## src/rtl/ram_7x1_queue_ctrl.sv

```systemverilog
// 1-bit FIFO controller driving an external DEPTH x 1 RAM macro (combinational read, posedge write); RAM_7X1_QUEUE_FLOW_EN adds empty flow-through.
// Latency: enq to deq_valid 1 cycle (0 with flow-through when empty).
// Backpressure: enq_ready drops when full or in reset; deq_valid holds head until deq_ready.
module ram_7x1_queue_ctrl #(
  parameter int DEPTH  = 7,
  parameter int ADDR_W = 3
) (
  input  logic              clock,
  input  logic              reset_n,
  input  logic              enq_valid,
  output logic              enq_ready,
  input  logic              enq_bits,
  output logic              deq_valid,
  input  logic              deq_ready,
  output logic              deq_bits,
  output logic [2:0]        count,
  output logic [ADDR_W-1:0] ram_R0_addr,
  output logic              ram_R0_en,
  output logic              ram_R0_clk,
  input  logic              ram_R0_data,
  output logic [ADDR_W-1:0] ram_W0_addr,
  output logic              ram_W0_en,
  output logic              ram_W0_clk,
  output logic              ram_W0_data
);

  localparam logic [2:0]        DEPTH_C = 3'(DEPTH);
  localparam logic [ADDR_W-1:0] LAST    = ADDR_W'(DEPTH - 1);

  logic [ADDR_W-1:0] head;
  logic [ADDR_W-1:0] tail;
  logic              full;
  logic              empty;
  logic              flow_vld;
  logic              flow_thru;
  logic              enq_fire;
  logic              deq_fire;
  logic              wr;
  logic              rd;

  // Wrap at DEPTH-1 so addresses beyond the last entry are never driven.
  function automatic logic [ADDR_W-1:0] next_ptr(input logic [ADDR_W-1:0] p);
    return (p == LAST) ? '0 : p + 1'b1;
  endfunction

  assign full  = (count == DEPTH_C);
  assign empty = (count == 3'd0);

`ifdef RAM_7X1_QUEUE_FLOW_EN
  assign flow_vld = reset_n & empty & enq_valid;
`else
  assign flow_vld = 1'b0;
`endif
  // A flow-through beat bypasses the RAM entirely: no write, no pointer motion.
  assign flow_thru = flow_vld & deq_ready;

  assign enq_ready = reset_n & !full;
  assign deq_valid = !empty | flow_vld;
  assign enq_fire  = enq_valid & enq_ready;
  assign deq_fire  = deq_valid & deq_ready;
  assign wr        = enq_fire & !flow_thru;
  assign rd        = deq_fire & !flow_thru & !empty;

  assign ram_W0_clk  = clock;
  assign ram_W0_en   = wr;
  assign ram_W0_addr = tail;
  assign ram_W0_data = enq_bits;

  assign ram_R0_clk  = clock;
  assign ram_R0_en   = deq_valid;
  assign ram_R0_addr = head;
  assign deq_bits    = !empty ? ram_R0_data : (flow_vld ? enq_bits : 1'b0);

  always_ff @(posedge clock or negedge reset_n) begin
    if (!reset_n) begin
      head  <= '0;
      tail  <= '0;
      count <= 3'd0;
    end else begin
      if (wr) tail <= next_ptr(tail);
      if (rd) head <= next_ptr(head);
      case ({wr, rd})
        2'b10:   count <= count + 3'd1;
        2'b01:   count <= count - 3'd1;
        default: count <= count;
      endcase
    end
  end

endmodule

```

## config.mk

```make
export PLATFORM = sky130hd
export DESIGN_NAME = ram_7x1_queue_ctrl
export DESIGN_NICKNAME = d
export VERILOG_FILES = /design/src/rtl/ram_7x1_queue_ctrl.sv
export SDC_FILE = /design/constraint.sdc
export NUM_CORES = 1
export LEC_CHECK = 0
export BUFFER_PORTS_ARGS = -buffer_cell sky130_fd_sc_hd__buf_2
export CAP_MARGIN = 20
export CORE_MARGIN = 2
export CORE_UTILIZATION = 40
export DETAILED_ROUTE_END_ITERATION = 10
export MAX_ROUTING_LAYER = met4
export PLACE_DENSITY_LB_ADDON = 0.25
export SYNTH_ARGS = -nofsm -noshare
export SYNTH_HDL_FRONTEND = slang
export SYNTH_SLANG_ARGS = --single-unit
```

## constraint.sdc

```tcl
create_clock -name clock -period 2.1 [get_ports clock]
set_clock_uncertainty 0.1 [all_clocks]
set_input_delay 0.42 -clock clock [delete_from_list [all_inputs] [get_ports clock]]
set_output_delay 0.42 -clock clock [all_outputs]
set_load 0.02 [all_outputs]
```

=== Word level (Yosys, flattened, before mapping) ===
Cells that the tools add are included.

* Input port bits: 6
* Flip-flop bits (word level): 9
* Output and inout port bits: 17
* Logic and storage cells: 24

* Eq/ne operators: 5
* Multiplexer cells: 4
* Bitwise operators: 4
* Reductions and logical operators: 4
* $add $sub $neg: 4

{| class="wikitable"
|+ Operators by type and width
! operator !! count
|-
| $add A3 B1 Y3 const B || 3
|-
| $eq A3 B3 Y1 const B || 3
|-
| $mux W3 || 2
|-
| $pmux W3 S2 || 1
|-
| $and A1 B1 Y1 || 4
|-
| $logic_not A3 Y1 || 1
|-
| $sub A3 B1 Y3 const B || 1
|-
| $eq A2 B1 Y1 const B || 1
|-
| $eq A2 B2 Y1 const B || 1
|-
| $logic_not A1 Y1 || 2
|-
| $reduce_bool A2 Y1 || 1
|-
| $mux W1 || 1
|}

=== Depth between registers and ports, before layout ===
Gate-level depths: netlist of run 1.

* Word-level depth: 6
* Gate-level depth with buffers: 10
* Mapped depth without buffers: 9

==> results of run 1 <==
-- worst min path at each step --
| stage | startpoint | to | slack [ns] | cells past startpoint |
|---|---|---|---|---|
| floorplan | reset_n | count[0] | 0.02 | 0 |
| global placement | reset_n | ram_W0_addr[1] | 0.26 | 2 |
| detailed placement | reset_n | ram_W0_addr[1] | 0.26 | 2 |
| CTS | enq_valid | ram_W0_addr[1] | 0.29 | 3 |
| global route | enq_valid | ram_W0_addr[1] | 0.29 | 3 |
| finish | enq_valid | ram_W0_addr[1] | 0.30 | 3 |
-- sequential cells by signal, indices dropped and copies added, names as in the netlist --
name	flops
ram_R0_addr	3
count	3
ram_W0_addr	3
-- cells in the final DEF, fill, tap and decap left out, types with 2 or more instances in the layout --
cell type  Yosys  layout
xor2_1         2       2
buf_2          0      19
inv_1          4       4
a21oi_1        5       5
mux2_1         2       2
clkbuf_4       0       7
dfrtp_1        9       6
buf_4          4       7
dfrtp_2        0       3
o21a_1         2       2
nor2b_1        2       2
-- metrics by stage --
stage                     power [mW]  std cells  cell area, sq um  worst slack, ns
after floorplan                0.914         47               534           0.0371
after global placement          1.03         78               619            0.109
after detailed placement        1.04         78               619           0.0824
after CTS                       1.35         90               714           0.0474
after global routing            1.47         92               732           0.0109
final                           1.35         92               732           0.0909
-- layout make-up --
type / instances / area (sq um)
sequential: 9 / 229
timing repair buffer: 25 / 148
tap: 15 / 18.8
multi-input combinational: 29 / 255
inverter: 4 / 15.0
fill: 121 / 537
clock buffer: 10 / 66.3
-- worst max-delay path, delay by kind of cell (launching register included) --
kind	cells	cell delay [ns]
XOR/XNOR	2	0.31
AND/OR/NAND/NOR	3	0.38
buffers and inverters	3	0.21
flip-flops	1	0.38
adder cells (fa/ha/maj)	2	0.55
-- power groups by stage --
stage / Combinational [mW] / Sequential (mW) / Clock [mW]
after floorplan: 0.320 / 0.482 / 0.111
after global placement: 0.558 / 0.386 / 0.0890
after detailed placement: 0.566 / 0.387 / 0.0890
after CTS: 0.637 / 0.370 / 0.347
after global routing: 0.704 / 0.386 / 0.375
final: 0.644 / 0.372 / 0.333
-- routing by layer --
metal  track usage (%)  routed length (microns)
met3              11.1                       75
met2              18.3                      435
met1              15.1                      436
met4              15.0                        0
met5                 -                        0
-- cell families (layout without fill, tap and decap cells) --
group                      count (synthesis)  in the layout  synth area share, %
xor gates and xnor gates                   3              3                 4.95
DFF                                        9              9                 42.5
AOI/OAI and AO/OA                          9              9                 11.1
adders and majority gates                  2              2                 6.13
and+or+nand+nor                           10             10                 13.7
muxes                                      5              5                 11.1
buffers and inverters                      9             39                 10.6
-- what timing repair did --
item / CTS / global route
gates cloned: 0 / 0
pin swaps: 0 / 3
resized for setup: 2 / 1
setup buffers: 3 / 2
setup endpoints to repair: 1 / 1
hold buffers: 1 / 0
hold endpoints to repair: 9 / 0
==> impl_results.md, run 1 <==
- Worst slew pin tran: roughly 0.41 ns
- Worst endpoint required time: between 2 and 2.5 ns
- Setup TNS: 0 ns
- Worst setup path startpoint: count[1]
- Max-cap viol count: 0
- DR WL/cell: around 10 microns
- Origin of the critical flop-to-flop path: count[1]
- GR Overflow Total: 0
- Core Util, Final: 57.7%
- Status: finished clean
- Instance count of the mapped netlist: 47
- Syn nets: 55
- Die Span Y: 40.4 microns
- Layout cell share with drive strength beyond 1: 58.4%
- Pre-antenna DRT Iters: 4
- Post-synth top area cell: dfrtp_1
- Largest net degree at the start of global routing: 10
- Final Cycle Share: between 90% and 100%
- Core ar.: 0.00127 sq mm
- Initial antenna violation count: 0
- Post-synthesis instance area: 531 sq um
- Worst path cell trace: buf_4 > nand3_2 > and3_4 > inv_1 > ha_2 > inv_1 > fa_1 > xor2_1 > nor2_1 > xor2_1
- Hold WS: slightly below 0.3 ns
- Chip width: about 40 microns
- Vias per std cell: 4.79
- Final min period: 2.01 ns
- Largest fanout on the critical path: 4
- Syn avg cell area: about 11 sq um
- Clock latency on the worst-skew pair: 0.36 ns
- CP arrival: ~2.2 ns
- Yosys top cell area share: 42.5%
- P&R area growth vs syn: 38.0%
- Slowest CP cell: dfrtp_2
- Antenna cells: 0
- Final #Nets: 86
- Synth Flop Type: dfrtp_1
- Sw Pwr: 0.588 mW
- Lkg Pwr: 0.362 nW
- Register share of total power: 27.6%
- Final Hold Viols: 0
- Peak supply drop: between 1 and 1.5 mV
- Unrepaired setup endpoints after global routing: no
- Post-Route WL: 947 microns
- Worst path max stage delay: roughly 0.38 ns
- Via Count: about 440
- Post-synth EDFFs: 0
- Worst setup path end: count[2]
- Most common cell in the netlist: dfrtp_1
- Pins Over Slew Limit: 0
- Die ar.: 0.00163 sq mm
- Clock Power Share: between 20 and 25%
- First-pass GRT wire length: 1400 microns
- Synth async-reset ratio: 100%
- Sequential share of the synthesized area: 42.5%
- Flop2flop setup slack: 0.09 ns
- Max Freq: between 400 and 500 MHz
- Rows: 13
- Worst reg2reg endpoint: count[2]
- R2R cell count: 10
- Worst Hold Class: input port to flip-flop
- Startpoint Class: flip-flop
- Iter 0 DRT Violations: 9
- Number of synthesized register bits: 9
- Internal power: 0.760 mW
- Critical path type: flip-flop to flip-flop
- Clock-pin slew on the worst setup and hold paths: 0.06 ns
- Initial Util: about two fifths
- # setup viols final: 0
- GP Congestion: 0.693
- Combinational power share: 47.8%
- Cell area power density: 1840 mW/mm^2
- Netlist cell types: 25
- GRT Util Overall: between 10% and 20%
- Synthesis warning total: 0
- DR DRC count: 0
- ANT nets after route: 0
- IO buf count: 20
- CTS tree: done
- Vias in the first global route: 377
- Top post-synthesis cells by area: dfrtp_1 (42%), buf_4 (5.7%), a21oi_1 (4.7%), mux2_1 (4.2%), fa_1 (3.8%)
- I/O pin count: 23
- Worst setup EP type: flip-flop
- Rel. slew slack: 72.3%
- Synth top cells by count: dfrtp_1 (9), a21oi_1 (5), buf_4 (4), inv_1 (4)
- Switching Share: 43.6%
(Power assumes the default switching activity.)
==> run 2: changes to the inputs <==
--- a/config.mk
+++ b/config.mk
@@ -11,7 +11,7 @@
 export CORE_UTILIZATION = 40
 export DETAILED_ROUTE_END_ITERATION = 10
 export MAX_ROUTING_LAYER = met4
-export PLACE_DENSITY_LB_ADDON = 0.25
+export PLACE_DENSITY = 0.72
 export SYNTH_ARGS = -nofsm -noshare
 export SYNTH_HDL_FRONTEND = slang
 export SYNTH_SLANG_ARGS = --single-unit
==> impl_results.md, run 2 (synthesis results as in run 1) <==
- Layout cell share with drive strength beyond 1: 60.3% (+1.8 points)
- Largest fanout on the critical path: 4 (unchanged)
- Unrepaired setup endpoints after global routing: no
- Worst setup path end: deq_bits
- Die Span Y: 40.4 microns (unchanged)
- Total power: 1.38 mW (+2.2%)
- ANT nets after route: 0 (unchanged)
- Pins Over Slew Limit: 0 (unchanged)
- Largest net degree at the start of global routing: 10 (unchanged)
- GRT Util Overall: 18.5% (+3.3 points)
- Final Hold Viols: 0 (unchanged)
- Grt met2 use: 25.8% (+7.5 points)
- Final #Nets: 87 (+1.2%)
- Core ar.: 0.00127 sq mm (unchanged)
- R2R cell count: 8 (-2)
- First-pass GRT wire length: 1760 microns (+26%)
- Cell area power density: 1860 mW/mm^2 (+0.84%)
- Commonest non-fill, non-tap cell in the layout: buf_2
- Final Cycle Share: 95.3% (-0.39 points)
- Worst slew pin tran: 0.417 ns (+0.00336 ns)
- GR Overflow Total: 0 (unchanged)
- Lkg Pwr: 0.367 nW (+1.1%)
- CP arrival: 1.48 ns (-0.71 ns)
- DR WL/cell: 11.6 microns (+13%)
- Worst setup EP type: output pin
- Flop2flop setup slack: 0.11 ns (+0.02 ns)
- Final min period: 2.00 ns (-0.00816 ns)
- Final instance area: 742 sq um (+1.4%)
- Critical path type: flip-flop to output pin
- Peak supply drop: 1.32 mV (+31%)
- Initial Util: 41.8% (unchanged)
- Rows: 13 (unchanged)
- GR Layer Usage met3: 11.1% (unchanged)
- Initial antenna violation count: 0 (unchanged)
- Max-cap viol count: 0 (unchanged)
- Via Count: 457 (+3.6%)
- Startpoint Class: flip-flop
- Worst Hold Class: input port to flip-flop
- Vias in the first global route: 419 (+11%)
- Pre-antenna DRT Iters: 4 (unchanged)
- Origin of the critical flop-to-flop path: count[0]
- Hold wc startpoint: deq_ready
- Most frequent cells in the layout: buf_2 (19), buf_4 (8), clkbuf_4 (7)
- # setup viols final: 0 (unchanged)
- Setup TNS: 0 ns (unchanged)
- Rel. slew slack: 72.1% (-0.22 points)
- I/O pin count: 23 (unchanged)
- GP Congestion: 0.757 (+9.2%)
- CTS tree: done
- Worst endpoint required time: 1.58 ns (-0.70 ns)
- DR DRC count: 0 (unchanged)
- Clock latency on the worst-skew pair: 0.37 ns (about the same)
- Area post-placement: 619 sq um (unchanged)
- Status: finished clean
- Antenna cells: 0 (unchanged)
- Top Usage Layer GRT: met2
- Max Freq: 500 MHz (+0.41%)
- Post-Route WL: 1080 microns (+14%)
- Clock-pin slew on the worst setup and hold paths: 0.06 ns (about the same)
- FILL cells: 120 (-0.83%)
- Die ar.: 0.00163 sq mm (unchanged)
- Vias per std cell: 4.91 (+2.5%)
- Iter 0 DRT Violations: 2 (-7)
- IO buf count: 20 (unchanged)
- P&R area growth vs syn: 39.9%
- Worst setup path startpoint: count[1]
- Chip width: 40.4 microns (unchanged)
- Met1 Usage GRT: 18.5% (+3.4 points)
- Worst reg2reg endpoint: count[2]
run 2: cell count changes in the layout (fill, tap and decap cells not counted), sizes merged:
cell | previous run | this run
buf | 26 | 27
run 2: power breakdown:
part	internal, mW	total [mW]	leakage, nW	switching (mW)
sequential	0.271	0.379	0.104	0.108
combinational	0.317	0.661	0.222	0.343
clock	0.184	0.339	0.0413	0.154
run 2: per-layer routing:
metal	vias up	wire, microns
met5	-	0
li1	222	-
met1	210	454
met3	7	87
met4	0	19
met2	18	519
run 2: worst min path at each step:
stage	endpoint	slack, ns	cells after the start
floorplan	count[0]	0.02	0
global placement	ram_W0_addr[1]	0.27	2
detailed placement	count[1]	0.28	2
CTS	ram_R0_addr[1]	0.33	3
global route	ram_R0_addr[1]	0.35	3
finish	ram_R0_addr[1]	0.32	3
run 2: per-stage QoR:
stage               std cells  util, %  setup WS [ns]  hold slack, ns
floorplan                  47        -         0.0371          0.0244
CTS                        91     56.9         0.0329           0.325
finish                     93     58.5         0.0991           0.322
detailed placement         78     48.8         0.0586           0.277
global route               93     58.5        0.00111           0.346
global placement           78     48.8          0.120           0.267
run 2: layout make-up:
cell class              instances  area [sq um]  share of cell area (%)
well taps                      15          18.8                    2.53
repair buffers                 26           155                    20.9
multi-input cells              29           258                    34.7
clock buffers                  10          66.3                    8.94
flip-flops and latches          9           229                    30.9
inverters                       4          15.0                    2.02
run 2: worst max-delay path, stage by stage, from the launching register on:
cell and delay [ns]:
dfrtp_2 0.42, or3_4 0.39, and2_1 0.16, buf_4 0.15
run 2: repair_timing:
action,4_1_cts,5_1_grt
endpoints found under the hold margin,9,0
hold buffers,1,0
resized for setup,2,2
buffers inserted,4,2
pin swaps,0,3
gates cloned,0,0
endpoints found under the setup margin,1,1
